File: config.mk
export PLATFORM = sky130hd
export DESIGN_NAME = if_fetch_unit
export DESIGN_NICKNAME = d
export VERILOG_FILES = /design/src/rtl/if_fetch_unit.sv
export SDC_FILE = /design/constraint.sdc
export NUM_CORES = 1
export LEC_CHECK = 0
export CORE_ASPECT_RATIO = 1.1
export CORE_MARGIN = 2
export CORE_UTILIZATION = 45
export CTS_CLUSTER_SIZE = 16
export DETAILED_ROUTE_END_ITERATION = 6
export PLACE_DENSITY_LB_ADDON = 0.08
export SLEW_MARGIN = 20
export SYNTH_ARGS = -nofsm -noshare
export SYNTH_HDL_FRONTEND = slang
export SYNTH_SLANG_ARGS = --single-unit
File: constraint.sdc
create_clock -name clk -period 3.7 [get_ports clk]
set_input_delay 0.555 -clock clk [delete_from_list [all_inputs] [get_ports clk]]
set_output_delay 0.555 -clock clk [all_outputs]
set_load 0.01 [all_outputs]
File: src/rtl/if_fetch_unit.sv
// Instruction-fetch stage of a 5-stage MIPS pipeline.
// It owns the PC and issues one instruction-memory read at a time over a req/gnt/rvalid handshake.
// Returned words load the IF/ID register, or a one-entry buffer while the pipeline is stalled.
// A redirect from ID overrides everything and discards any wrong-path response still in flight.
module if_fetch_unit #(
  parameter logic [31:0] RESET_PC = 32'h0000_0000
) (
  input  logic        clk,
  input  logic        rst_n,
  input  logic        stall,
  input  logic        br_taken,
  input  logic [31:0] br_target,
  output logic        imem_req,
  output logic [31:0] imem_addr,
  input  logic        imem_gnt,
  input  logic        imem_rvalid,
  input  logic [31:0] imem_rdata,
  output logic [31:0] pc,
  output logic        ifid_valid,
  output logic [31:0] ifid_instr,
  output logic [31:0] ifid_pc4
);

  localparam logic [1:0] S_REQ  = 2'd0;
  localparam logic [1:0] S_WAIT = 2'd1;
  localparam logic [1:0] S_FULL = 2'd2;

  // Sequential address step; wraps silently at the top of the address space.
  function automatic logic [31:0] add4(input logic [31:0] a);
    return a + 32'd4;
  endfunction

  // Instruction fetches are always word aligned.
  function automatic logic [31:0] align(input logic [31:0] a);
    return {a[31:2], 2'b00};
  endfunction

  logic [1:0]  state;
  logic [1:0]  state_nxt;
  // run holds imem_req low for the first cycle out of reset.
  logic        run;
  // kill marks the single outstanding response as wrong-path.
  logic        kill;
  logic        buf_valid;
  logic [31:0] inflight_pc4;
  logic [31:0] buf_instr;
  logic [31:0] buf_pc4;

  logic        granted;
  logic        resp;
  logic        deliver;
  logic        to_ifid;
  logic        to_buf;
  logic        drain;

  assign imem_req  = run && (state == S_REQ);
  assign imem_addr = pc;

  assign granted = imem_req && imem_gnt;
  assign resp    = (state == S_WAIT) && imem_rvalid;
  // A response is only useful if it is on the correct path and not overtaken by a redirect.
  assign deliver = resp && !kill && !br_taken;
  assign to_ifid = deliver && !stall;
  assign to_buf  = deliver && stall;
  assign drain   = (state == S_FULL) && buf_valid && !stall && !br_taken;

  // Next-state decode for the one-outstanding-request fetch sequencer.
  always_comb begin
    state_nxt = state;
    case (state)
      S_REQ: begin
        if (granted) state_nxt = S_WAIT;
      end
      S_WAIT: begin
        if (resp) state_nxt = to_buf ? S_FULL : S_REQ;
      end
      S_FULL: begin
        if (br_taken || !stall) state_nxt = S_REQ;
      end
      default: state_nxt = S_REQ;
    endcase
  end

  // Sequencer control: state, start-up gate and wrong-path kill flag.
  always_ff @(posedge clk or negedge rst_n) begin
    if (!rst_n) begin
      state <= S_REQ;
      run   <= 1'b0;
      kill  <= 1'b0;
    end else begin
      state <= state_nxt;
      run   <= 1'b1;
      if (resp) begin
        kill <= 1'b0;
      end else if (br_taken && ((state == S_WAIT) || granted)) begin
        kill <= 1'b1;
      end
    end
  end

  // Program counter: redirect wins over the sequential step on grant.
  always_ff @(posedge clk or negedge rst_n) begin
    if (!rst_n) begin
      pc <= align(RESET_PC);
    end else if (br_taken) begin
      pc <= align(br_target);
    end else if (granted) begin
      pc <= add4(pc);
    end
  end

  // Skid buffer occupancy.
  always_ff @(posedge clk or negedge rst_n) begin
    if (!rst_n) begin
      buf_valid <= 1'b0;
    end else if (br_taken) begin
      buf_valid <= 1'b0;
    end else if (to_buf) begin
      buf_valid <= 1'b1;
    end else if (drain) begin
      buf_valid <= 1'b0;
    end
  end

  // Datapath holding registers; their contents only matter while qualified by control state.
  always_ff @(posedge clk) begin
    if (granted) begin
      inflight_pc4 <= add4(pc);
    end
    if (to_buf) begin
      buf_instr <= imem_rdata;
      buf_pc4   <= inflight_pc4;
    end
  end

  // IF/ID register: redirect flushes, stall holds, otherwise load a word or insert a bubble.
  always_ff @(posedge clk or negedge rst_n) begin
    if (!rst_n) begin
      ifid_valid <= 1'b0;
      ifid_instr <= 32'h0;
      ifid_pc4   <= 32'h0;
    end else if (br_taken) begin
      ifid_valid <= 1'b0;
    end else if (!stall) begin
      if (to_ifid) begin
        ifid_valid <= 1'b1;
        ifid_instr <= imem_rdata;
        ifid_pc4   <= inflight_pc4;
      end else if (drain) begin
        ifid_valid <= 1'b1;
        ifid_instr <= buf_instr;
        ifid_pc4   <= buf_pc4;
      end else begin
        ifid_valid <= 1'b0;
      end
    end
  end

endmodule

* Word-level counts from Yosys, hierarchy flattened
Cells that the tools add are included.
** Operators by class
- Bitwise gates (word level) :: 2
- Eq/ne operators :: 6
- Reduce and logical (&&, ||, !) cells :: 23
- $add $sub $neg :: 1
- Multiplexer cells :: 20
** Operators with widths (number)
- $mux 32 :: 6
- $add 32x3->32 const B :: 1
- $logic_and 1x1->1 :: 11
- $mux 1 :: 9
- $mux 2 :: 4
- $pmux 2 s3 :: 1
- $reduce_and 3->1 :: 2
- $reduce_bool 2->1 :: 3
- $ne 2x1->1 const B :: 2
- $ne 2x2->1 const B :: 2
- $logic_not 1->1 :: 3
- $reduce_bool 3->1 :: 1
- $eq 2x1->1 const B :: 1
- $eq 2x2->1 const B :: 1
- $logic_not 2->1 :: 1
- $logic_or 1x1->1 :: 2
- $not 1->1 :: 2
** Word-level totals
- Bits in registers :: 198
- Output and inout port bits :: 130
- Input port bits :: 70
- Logic and storage cells :: 63

* Depth between registers and ports, before layout
Gate-level depths: netlist (run 1).
- Depth after elaboration :: 8
- Gate-level depth with buffers :: 7
- Mapped depth without buffers :: 6

* Worst setup path before layout (run 1)
Ideal clock, no wire load.
- Path type :: input to register
- Start point :: in br_taken
- End point :: reg buf_instr[0], enable pin
- Path slack :: -0.276 ns
- Data required time :: 3.218 ns
- Arrival time :: 3.494 ns
- Cell stages on the path :: 3
- Setup time :: 0.482 ns
- Path buffers :: 1
- Cell sequence :: clkbuf_1 -> nand2b_1 -> nor2_1
** On the way
- Word-level cells in the longest chain between the ends :: 3
** RTL lines
- from (decl) :: RTL line 11 : input logic br_taken,
- $logic_not 1->1 :: RTL line 62 : assign deliver = resp && !kill && !br_taken;
- $logic_and 1x1->1 :: RTL line 62
- $logic_and 1x1->1 :: RTL line 64 : assign to_buf = deliver && stall;
- via to_buf :: RTL line 53 : logic to_buf;
- to (signal assigned) :: RTL line 131 : buf_instr <= imem_rdata;
- to (decl) :: RTL line 46 : logic [31:0] buf_instr;
The timed path passes the listed nets, and every way through them passes these cells.
A chain may end at the register's enable or synchronous reset.

* Final worst setup path (run 1)
- Start point :: reg pc[15], in the netlist imem_addr[15]
- End point :: reg inflight_pc4[31], data pin
** On the way
- Word-level cells in the longest chain between the ends :: 1
** RTL lines
- from (decl) :: RTL line 18 : output logic [31:0] pc,
- from (signal assigned) :: RTL line 104 : pc <= align(RESET_PC);
- from (signal assigned) :: RTL line 106 : pc <= align(br_target);
- from (signal assigned) :: RTL line 108 : pc <= add4(pc);
- $add 32x3->32 :: RTL line 30 : return a + 32'd4;
- to (signal assigned) :: RTL line 128 : inflight_pc4 <= add4(pc);
- to (decl) :: RTL line 45 : logic [31:0] inflight_pc4;
No other way between the ends.

==> results of run 1 <==
## through the flow
step	power (W)	setup slack [ps]	std cells	area, µm²
finish	0.00582	1310	1027	10600
global route	0.00609	1020	1027	10600
CTS	0.00590	1320	1027	10600
detailed placement	0.00418	984	995	10100
global placement	0.00414	1060	995	10100
floorplan	0.00334	759	629	8180
## worst max path at each step
stage / from / to / slack (ps) / cells past startpoint
after global placement: imem_rvalid / ifid_instr[31] / 1060 / 6
after CTS: imem_addr[15] / inflight_pc4[31] / 1320 / 4
after global routing: imem_addr[15] / inflight_pc4[31] / 1020 / 4
final: imem_addr[15] / inflight_pc4[31] / 1310 / 4
after floorplan: br_taken / buf_instr[0] / 760 / 3
after detailed placement: imem_rvalid / ifid_instr[3] / 980 / 6
## metal layers
metal	wire length, µm	vias to the layer above	global-route usage [%]
met4	266	0	5.86
met5	0	-	0
met3	776	19	4.12
met1	8120	2606	25.7
met2	7860	151	28.7
li1	-	2544	-
## placed cells by master (no fill, tap or decap), drive strengths merged, types with 5 or more instances in the layout
cell type      synthesis  routed
nor4                   9       9
dfrtp                 98      98
a22o                  60      60
conb                   2       7
nand4                 10      10
nand2b                 5       5
nand3                  7       7
a21o                  60      60
nor2                  18      18
xor2                  26      26
xnor2                 29      29
clkdlybuf4s50          0     189
edfxtp                92      92
nor3                  15      15
nand2                 48      48
inv                    4      12
o21ai                 31      31
buf                   54      12
a21oi                  6       6
clkbuf                19      17
## cells by family (layout without fill, tap and decap cells)
family                   after synthesis  in the layout  share of synthesized area (%)
buffers and inverters                 77            237                           5.50
multiplexers                           5              5                          0.644
AO/OA/AOI/OAI                        160            160                           14.5
XOR/XNOR                              55             55                           5.90
AND/OR/NAND/NOR                      134            134                           9.27
adder cells (fa/ha/maj)                1              1                          0.153
flip-flops                           190            190                           63.9
other                                  2              7                         0.0920
## report_power, final
part           leakage, nW  internal (W)  switching (W)
clock                0.267      0.000884       0.000827
combinational         2.08      0.000818       0.000505
sequential            2.08       0.00256       0.000233
total                 4.42       0.00426        0.00156
## sequential cells by signal, summed over array words and instances (netlist names)
signal / count
buf_instr: 32
buf_valid: 1
buf_pc4: 30
imem_addr: 30
state: 2
kill: 1
ifid_valid: 1
ifid_instr: 32
run: 1
inflight_pc4: 30
ifid_pc4: 30
## cell type report
class                           instances  share of cell area [%]
Timing Repair Buffer                  201                    18.7
Inverter                                4                   0.142
Tap cell                              238                    2.81
Clock buffer                           17                    4.01
Multi-Input combinational cell        362                    24.0
Sequential cell                       190                    49.2
Clock inverter                         15                    1.20
==> impl_results.md, run 1 <==
- Status: complete, no violations
- Worst setup SP type: register
- Hold_buf cts: 0
- Chip Width: 132 µm
- Dpl hpwl: 11600 µm
- Ratio of cells with drive above 1 in the final layout: 8.11%
- IO buf count: 191
- Routed Antenna Nets: 0
- Cell taking the most area after synthesis: edfxtp_1
- Vias: 5320
- Most frequent cells after synthesis: dfrtp_1 (98), edfxtp_1 (92), a21o_1 (60), a22o_1 (60), nand2_1 (47)
- Diodes inserted: 0
- Register area share after synthesis: 63.9%
- Delay-heaviest family, CP: simple AND/OR/NAND/NOR gates
- First-pass GRT wire length: 28400 µm
- Pin count of the biggest net entering global routing: 81
- Die Area: 19200 µm²
- Clock transition at path regs: 70 ps
- CTS tree: yes
- TritonRoute pass-1 iters: 4
- Htree depth: 4
- WP data required: 3860 ps
- Crit-path cells: nand4_1, nor4_1, nor3b_1, xor2_1
- Flop2flop setup slack: 1310 ps
- Total grt overflow: 0
- Initial antenna violation count: 0
- Crit path largest cell delay: 740 ps
- Crit end category: register
- CP Data Arrival Time: 2550 ps
- PD cells: 549 nW/µm²
- Worst R2R End: inflight_pc4[31]
- Post-CTS Setup Bufs: 0
- Unrepaired setup endpoints after global routing: no
- Clock Path Buffers: 2
- Worst R2R Path Depth: 4
- EDFF count, synth: 92
- Main synth FF type: dfrtp_1
- Sink Count: 190
- VDD IR max: 0.355 mV
- CP Buf/Inv Count: 0
- R2r startpoint: imem_addr[15]
- Routability Congestion: 0.806
- Die height: 145 µm
- Post-Syn Instances: 624
- Crit path kind: reg2reg
- Worst skew pair latency: 420 ps
- Clock Tree Root: clkbuf_16
- Area of the multi-input gates: 2540 µm²
- Largest cells by area after synthesis: edfxtp_1 (34%), dfrtp_1 (30%), a22o_1 (6.4%), a21o_1 (5.5%), buf_4 (3.4%)
- Setup TNS: 0 ps
- Max Slew Vio Count: 0
- CP Max Fanout: 11
- Standard-cell rows: 51
- Min Hold Slack: 156 ps
- Count leader, synth: dfrtp_1
- Initial Utilization: 46.0%
- Pleak: 4.42 nW
- Post-CTS Resized: 0
- Synthesized flop and latch total: 190
- Boundary pin count: 200
- Total CTS buffers: 17
- Drt wl/cell: 16.6 µm
- Yosys warnings: 0
- Layout area overhead: 30.0%
- Sequential cell area: 5220 µm²
- Residual DRC: 0
- Final worst path period share: 64.6%
- Via/cell ratio: 5.18
- Post-Syn Area: 8160 µm²
- Setup violations, final: 0
- Syn avg cell area: 13.1 µm²
- Vias in the first global route: 5420
- Fmax: 0.418 GHz
- Drt initial violations: 276
- Total track usage: 18.4%
- Max-Cap Viols: 0
- Hold Crit Class: in2async
- Nets: 847
- Filler Cell Count: 1453
- Min Tclk post-route: 2390 ps
- Final Util: 59.8%
- Routed WL: 17000 µm
- Slew HR: 47.9%
- Core area: 17700 µm²
- Asr flop ratio synth: 51.6%
- CP max stage cell: nor4_1
- Final Hold Vio Count: 0
- Clk_skew: 7.54 ps
- Worst-margin pin slew: 781 ps
- Synth top area share: 33.8%
- Netlist cell types: 47
Power figures use the tool's default switching activity.
==> run 2, diff against run 1 <==
==> constraint.sdc (replaced) <==
create_clock -name clk -period 2.45 [get_ports clk]
set_input_delay 0.3675 -clock clk [delete_from_list [all_inputs] [get_ports clk]]
set_output_delay 0.3675 -clock clk [all_outputs]
set_load 0.01 [all_outputs]
==> run 2 against run 1 <==
First-iteration DRC count increased by 16%. Power increased by 55%. Critical endpoint is now imem_addr[30]. Largest cell class unchanged. Routed wire length increased by 2.7%. Global-route usage increased by 0.49 points. Critical path type unchanged. Sequential share of layout area decreased by 1.0 points.
==> impl_results.md, run 2 (synthesis gave the netlist of run 1 again) <==
- Status: complete, no violations
- First-pass GRT wire length: 29100 µm
- WP data required: 2750 ps
- Final Hold Vio Count: 0
- Total track usage: 18.9%
- Layout area overhead: 32.8%
- Routability Congestion: 0.833
- Vias: 5436
- Max-Cap Viols: 0
- Initial antenna violation count: 0
- Drt initial violations: 319
- Pleak: 4.54 nW
- VDD IR max: 0.471 mV
- Standard-cell rows: 51
- Diodes inserted: 0
- Hold Crit Class: in2reg
- Clk_skew: 7.74 ps
- Initial Utilization: 46.0%
- Post-CTS Resized: 0
- Residual DRC: 0
- Hold_buf cts: 1
- Commonest cells after routing, fill and taps aside: clkdlybuf4s50_1 (189), dfrtp_1 (98), edfxtp_1 (92)
- Worst skew pair latency: 420 ps
- Sink Count: 190
- PD cells: 831 nW/µm²
- Crit path kind: reg2reg
- Setup TNS: 0 ps
- Crit path largest cell delay: 430 ps
- Boundary pin count: 200
- Routed WL: 17500 µm
- Setup violations, final: 0
- Max Slew Vio Count: 0
- Routed Antenna Nets: 0
- Total CTS buffers: 17
- Htree depth: 4
- Min Tclk post-route: 2250 ps
- Final worst path period share: 91.6%
- Fmax: 0.445 GHz
- Nets: 865
- Vias in the first global route: 5572
- Die height: 145 µm
- Dpl hpwl: 12200 µm
- Clock transition at path regs: 70 ps
- Worst-margin pin slew: 664 ps
- Crit-path cells: ha_1, and3_2, nand2_8, nor4_4, mux2_2, a221o_1
- Ratio of cells with drive above 1 in the final layout: 9.91%
- Slew HR: 55.6%
- Placed insts: 1012
- Chip Width: 132 µm
- Final worst slack: 205 ps
- Worst slack, placed: 217 ps
- Drt wl/cell: 16.7 µm
- Placed instance area: 10200 µm²
- Unrepaired setup endpoints after global routing: no
- Worst setup SP type: register
- Post-route insts no fill: 1045
- Post-CTS Setup Bufs: 0
- M1 wire length: 7970 µm
- Final instance area: 10800 µm²
- TritonRoute pass-1 iters: 5
- Met3 WL: 1000 µm
- Largest regs: buf_instr (32), ifid_instr (32)
- Via/cell ratio: 5.20
- Pin count of the biggest net entering global routing: 65
- Die Area: 19200 µm²
- Total grt overflow: 0
- Clock Path Buffers: 2
- Core area: 17700 µm²
- CP Data Arrival Time: 2550 ps
- CTS tree: yes
- Met2 routed WL: 8300 µm
- Crit end category: register
- CP max stage cell: dfrtp_1
- Most common cell after layout, fill and taps aside: clkdlybuf4s50_1
- CP Max Fanout: 8
- IO buf count: 191
- Uppermost layer routed: met4
- Clock Tree Root: clkbuf_16
==> run 2: cell types whose count changed in the layout (fill, tap and decap cells not counted) <==
| cell | previous run | this run |
|---|---|---|
| clkinv_4 | 2 | 1 |
| buf_4 | 10 | 23 |
| buf_12 | 0 | 5 |
| dlygate4sd3_1 | 0 | 1 |
| bufinv_16 | 0 | 2 |
| clkbuf_1 | 0 | 1 |
| buf_6 | 1 | 0 |
| inv_8 | 3 | 1 |
==> run 2: final cells by class <==
type / instances / area [µm²]
fill: 1412 / 6900
sequential: 190 / 5220
multi-input combinational: 362 / 2540
timing repair buffer: 219 / 2180
clock buffer: 18 / 429
tap: 238 / 298
clock inverter: 14 / 156
inverter: 4 / 15.0
==> run 2: stage by stage <==
stage | hold slack (ps) | total power (W) | utilization (%)
2_1_floorplan | 71.9 | 0.00504 | -
3_3_place_gp | 376 | 0.00630 | 57.7
3_5_place_dp | 381 | 0.00636 | 57.7
4_1_cts | 182 | 0.00912 | 61.1
5_1_grt | 196 | 0.00942 | 61.1
6_report | 197 | 0.00900 | 61.1
==> run 2: path summary, 6_finish.rpt <==
path	startpoint	end	slack [ps]	cells past startpoint
max in group asynchronous	rst_n	imem_addr[28]	1250	3
worst min register to register	inflight_pc4[7]	buf_pc4[7]	460	0
worst max register to register	imem_addr[3]	imem_addr[30]	200	6
worst max-delay path	imem_addr[3]	imem_addr[30]	200	6
min in group asynchronous	rst_n	ifid_instr[3]	460	2
worst min-delay path	br_taken	ifid_valid	200	2
==> run 2: power breakdown <==
group | total, W | leakage [nW] | internal, W | switching [W]
combinational | 0.00207 | 2.18 | 0.00127 | 0.000797
clock | 0.00274 | 0.280 | 0.00153 | 0.00121
sequential | 0.00420 | 2.08 | 0.00386 | 0.000335
==> run 2: worst max-delay path, delay by kind of cell (launching register included) <==
family                   cells  cell delay [ps]
flip-flops                   1              430
AND/OR/NAND/NOR              3              810
multiplexers                 1              370
adder cells (fa/ha/maj)      1              250
AO/OA/AOI/OAI                1              250
==> run 2: routing by layer <==
layer | global-route usage (%) | up-vias
met4 | 5.54 | 0
met1 | 25.8 | 2651
met2 | 30.6 | 187
li1 | - | 2583
met3 | 3.84 | 15
met5 | 0 | -
==> run 3, diff against run 2 <==
--- a/config.mk
+++ b/config.mk
@@ -10,6 +10,7 @@
 export CORE_UTILIZATION = 45
 export CTS_CLUSTER_SIZE = 16
 export DETAILED_ROUTE_END_ITERATION = 6
+export GPL_ROUTABILITY_DRIVEN = 1
 export PLACE_DENSITY_LB_ADDON = 0.08
 export SLEW_MARGIN = 20
 export SYNTH_ARGS = -nofsm -noshare
==> results of run 3 <==
No change in the layout: final DEF, timing and power equal those of run 2.
==> edit 1 (flow settings as in run 3) <==
Add an input register stage for `br_target`, with the module's reset; this delays it by one clock. The other inputs are not delayed to match.
--- a/src/rtl/if_fetch_unit.sv
+++ b/src/rtl/if_fetch_unit.sv
@@ -25,4 +25,14 @@
   localparam logic [1:0] S_WAIT = 2'd1;
   localparam logic [1:0] S_FULL = 2'd2;
+
+  logic [31:0] br_target_q;
+
+  always_ff @(posedge clk or negedge rst_n) begin
+    if (!rst_n) begin
+      br_target_q <= '0;
+    end else begin
+      br_target_q <= br_target;
+    end
+  end
 
   // Sequential address step; wraps silently at the top of the address space.
@@ -104,5 +114,5 @@
       pc <= align(RESET_PC);
     end else if (br_taken) begin
-      pc <= align(br_target);
+      pc <= align(br_target_q);
     end else if (granted) begin
       pc <= add4(pc);
Check against the original RTL: not equivalent (a bounded check fails within 4 cycles, from zero or initial values and one cycle with rst_n low).
==> edit 1 against run 3 <==
Global-route usage is 0.48 points lower. Via count rose by 14%. Total power grew 11%. Largest power group unchanged. Worst setup slack improved by 22 ps. Critical endpoint is now imem_addr[26]$_DFFE_PN0P_. Wire length is 14% higher. Area after synthesis grew 13%. Cell area up 11%. First-iteration DRC count down 13%. Sequential cell count is 30 higher.
==> edit 1: results (changes against run 3) <==
metric,value,unit,change
p_clk,3.21,mW,was 2.74 mW
grt_pass1_wl,32600,um,was 29100 um
fillers,1601,,was 1412
internal-power,7.39,mW,was 6.66 mW
clk_latency,500,ps,was 420 ps
crit_arrival,2630,ps,was 2550 ps
synthTopCellsByCount,"dfrtp_1, nand2_1, edfxtp_1",,"was dfrtp_1, edfxtp_1, a21o_1, a22o_1, nand2_1"
drt-pass1-iter-count,5,,unchanged
outcome,"finished, final reports clean",,unchanged
layout.cells.non_filler,1181,,was 1045
post-place-ws,135,ps,was 217 ps
yosys_most_used_dff,dfrtp_1,,unchanged
synth_top_area_share,0.347,,was 0.338
reg_top3,"buf_instr (32), ifid_instr (32)",,unchanged
gp_congestion,0.837,,was 0.833
post_route_cells_drive_above_1_share,0.0904,,was 0.0991
nets,984,,was 865
final.setup_skew,11.3,ps,was 7.74 ps
irDropWorstVdd,0.000529,V,was 0.000471 V
hp-start,br_target[8],,was br_taken
clk_pin_slew_worst_paths,60,ps,
drtIter0Drc,277,,was 319
finalPower,10.0,mW,was 9.00 mW
synth_edf_count,92,,unchanged
drt-wirelength-per-cell,16.9,um,was 16.7 um
cts_made_buffers,23,,was 17
synth_cell_type_count,55,,was 47
vias_per_cell,5.25,,was 5.20
startpoint,imem_addr[3]$_DFFE_PN0P_,,unchanged
comb-power,2.07,mW,about the same
yosys-top-cells-area,"dfrtp_1, edfxtp_1, mux2i_1",,"was edfxtp_1, dfrtp_1, a22o_1"
dp_hpwl,13600,um,was 12200 um
synthArstFlopShare,0.582,,was 0.516
slowest_delay,590,ps,was 430 ps
leakagePower,5.02,nW,was 4.54 nW
htree_num_levels,1,,was 4
cp_slowest_cell,or4_1,,was dfrtp_1
dpl_cell_area,11300,um2,was 10200 um2
dp_cells,1139,,was 1012
slew_headroom,0.571,,was 0.556
netlist_instances,743,,was 624
portBuffers,191,,unchanged
grt_pass1_vias,6311,,was 5572
critPathMaxFanout,13,,was 8
critPathTopFamily,simple AND/OR/NAND/NOR gates,,unchanged
synth-seq-area-share,0.646,,was 0.639
antenna_found_initial,0,,unchanged
hold_path_class,primary input to flop,,unchanged
grt_max_degree,126,,was 65
grt.total_usage,0.184,,was 0.189
cts_buffer_depth,3,,was 2
n_antenna_cell,0,,unchanged
synth_warnings,0,,unchanged
==> edit 1: logic make-up (layout without fill, tap and decap cells) <==
family	after synthesis	count (layout)	share of synthesized area
flops	220	220	0.646
xor+xnor	38	38	0.0360
buf+inv	88	269	0.0561
mux	64	64	0.0695
compound gates	118	118	0.0722
simple gates	212	212	0.118
other cells	2	7	0.000813
fa+ha+maj	1	1	0.00135
==> edit 1: area by class of cell <==
type,count,area (um2),area share
Timing Repair Buffer,220,2180,0.182
Inverter,8,32.5,0.00271
Tap cell,252,315,0.0263
Clock inverter,7,41.3,0.00344
Clock buffer,34,657,0.0548
Multi-Input combinational cell,440,2800,0.233
Sequential cell,220,5970,0.498
==> edit 1: metal layers <==
layer | vias to the layer above | track usage | part of all wire
met3 | 38 | 0.0316 | 0.064
met5 | - | 0 | 0
met1 | 2965 | 0.245 | 0.43
li1 | 2959 | - | -
met2 | 240 | 0.308 | 0.48
met4 | 0 | 0.0638 | 0.026
==> edit 1: path summary, 6_finish.rpt <==
kind                                              end  slack, ps  cells past startpoint
min                          br_target_q[8]$_DFF_PN0_        300                      1
max reg2reg                 imem_addr[26]$_DFFE_PN0P_        230                      6
min in group asynchronous  ifid_instr[29]$_DFFE_PN0P_        400                      2
min reg2reg                     buf_pc4[11]$_DFFE_PP_        450                      0
max                         imem_addr[26]$_DFFE_PN0P_        230                      6
max in group asynchronous   br_target_q[29]$_DFF_PN0_       1350                      3
==> edit 1: repair_timing <==
item / 4_1_cts / 5_1_grt
buffers inserted: 0 / 0
hold endpoints to repair: 59 / 0
hold buffers: 1 / 0
resized for setup: 0 / 0
==> edit 2 (settings of run 3) <==
Without the edit above. Reset style: synchronous (`rst_n`), changed in 4 clocked blocks.
--- a/src/rtl/if_fetch_unit.sv
+++ b/src/rtl/if_fetch_unit.sv
@@ -83,5 +83,5 @@
 
   // Sequencer control: state, start-up gate and wrong-path kill flag.
-  always_ff @(posedge clk or negedge rst_n) begin
+  always_ff @(posedge clk) begin
     if (!rst_n) begin
       state <= S_REQ;
@@ -100,5 +100,5 @@
 
   // Program counter: redirect wins over the sequential step on grant.
-  always_ff @(posedge clk or negedge rst_n) begin
+  always_ff @(posedge clk) begin
     if (!rst_n) begin
       pc <= align(RESET_PC);
@@ -111,5 +111,5 @@
 
   // Skid buffer occupancy.
-  always_ff @(posedge clk or negedge rst_n) begin
+  always_ff @(posedge clk) begin
     if (!rst_n) begin
       buf_valid <= 1'b0;
@@ -135,5 +135,5 @@
 
   // IF/ID register: redirect flushes, stall holds, otherwise load a word or insert a bubble.
-  always_ff @(posedge clk or negedge rst_n) begin
+  always_ff @(posedge clk) begin
     if (!rst_n) begin
       ifid_valid <= 1'b0;
Formal check against the unedited RTL: differs if rst_n is asserted again (counterexample within 4 cycles, from zero or initial values and one cycle with rst_n low); with rst_n held inactive, the same outputs for 4 cycles.
==> edit 2 against run 3 <==
Via count up 9.6%. Worst setup slack better by 58 ps. First-iteration DRC count up 22%. Critical path depth down 1. Global-route usage up 0.86 points. Count of clock-buffer cells in the layout up 1. Wire length up 7.0%. Cell area down 1.0%. Area after synthesis down 0.54%. Sequential cell count unchanged. Critical endpoint is now imem_addr[26]$_SDFFE_PN0P_.
Power is not compared: it rests on default switching activity, and its combinational part moved more than twofold at a synthesized area within 25%.
==> edit 2: results (changes against run 3) <==
metric,value,unit,change
outcome,"finished, final reports clean",,unchanged
yosys_most_used_dff,dfxtp_1,,was dfrtp_1
grt_pass1_vias,5788,,was 5572
nets,943,,was 865
hold_path_class,flop to flop,,was primary input to flop
synth_compound_area_frac,0.112,,was 0.145
slew_headroom,0.489,,was 0.556
grt_pass1_wl,30000,um,was 29100 um
slowest_delay,590,ps,was 430 ps
synth-seq-area-share,0.582,,was 0.639
dp_hpwl,12600,um,was 12200 um
hold_path_depth,0,,was 2
r2r-start,imem_addr[3]$_SDFFE_PN0P_,,was imem_addr[3]$_DFFE_PN0P_
whs_endpoint,buf_pc4[19]$_DFFE_PP_,,was ifid_valid$_DFFE_PN0P_
hp-start,inflight_pc4[19]$_DFFE_PP_,,was br_taken
worstRegToRegCells,5,,was 6
synthArstFlopShare,0,,was 0.516
r2r-end,imem_addr[26]$_SDFFE_PN0P_,,was imem_addr[30]$_DFFE_PN0P_
grt.total_usage,0.197,,was 0.189
yosys-mux-area-fraction,0.0764,,was 0.00644
gp_congestion,0.885,,was 0.833
vias,5956,,was 5436
cp_slowest_cell,or4_4,,was dfrtp_1
synthAdderAreaFrac,0.00154,,was 0.00153
synth_cell_type_count,46,,was 47
yosys-top-cells-area,"edfxtp_1, dfxtp_1, mux2i_1",,"was edfxtp_1, dfrtp_1, a22o_1"
synth_xor_area_frac,0.0399,,was 0.0590
synthTopCellsByCount,"dfxtp_1, edfxtp_1, nor2_1",,"was dfrtp_1, edfxtp_1, a21o_1, a22o_1, nand2_1"
drtIter0Drc,390,,was 319
drt-pass1-iter-count,4,,was 5
final.setup_skew,13.1,ps,was 7.74 ps
rrSetupSlack,260,ps,was 200 ps
==> edit 2: metrics by stage <==
stage | area (um2) | instances | hold WS (ps) | worst slack (ps)
floorplan | 8140 | 730 | 395 | 95.4
global placement | 10100 | 1091 | 437 | 94.6
detailed placement | 10100 | 1091 | 436 | 52.5
CTS | 10700 | 1123 | 453 | 172
global route | 10700 | 1123 | 469 | 78.3
finish | 10700 | 1123 | 452 | 263
==> edit 2: power by group <==
part           switching (mW)  internal (mW)  total, mW
combinational           0.257          0.322      0.579
sequential             0.0928           3.42       3.51
clock                    1.23           1.56       2.79
==> edit 2: worst max path at each step <==
stage	start	endpoint	cells past startpoint
6_report	imem_addr[3]$_SDFFE_PN0P_	imem_addr[26]$_SDFFE_PN0P_	5
4_1_cts	imem_addr[3]$_SDFFE_PN0P_	imem_addr[26]$_SDFFE_PN0P_	5
3_5_place_dp	imem_gnt	imem_addr[21]$_SDFFE_PN0P_	8
3_3_place_gp	imem_gnt	imem_addr[21]$_SDFFE_PN0P_	8
5_1_grt	imem_addr[3]$_SDFFE_PN0P_	imem_addr[26]$_SDFFE_PN0P_	5
2_1_floorplan	state[0]$_SDFFE_PN0P_	imem_addr[23]$_SDFFE_PN0P_	6
==> edit 2: metal layers <==
metal	part of all wire	track usage	wire length, um
met4	0.017	0.0784	323
met5	0	0	0
met2	0.47	0.319	8840
met3	0.055	0.0383	1030
met1	0.45	0.264	8510
==> edit 2: cell type report <==
cell class / instances / area, um2
timing repair buffer: 215 / 2170
fill: 1472 / 6950
tap: 238 / 298
clock buffer: 19 / 443
clock inverter: 13 / 154
multi-input combinational: 442 / 2920
inverter: 6 / 22.5
sequential: 190 / 4720
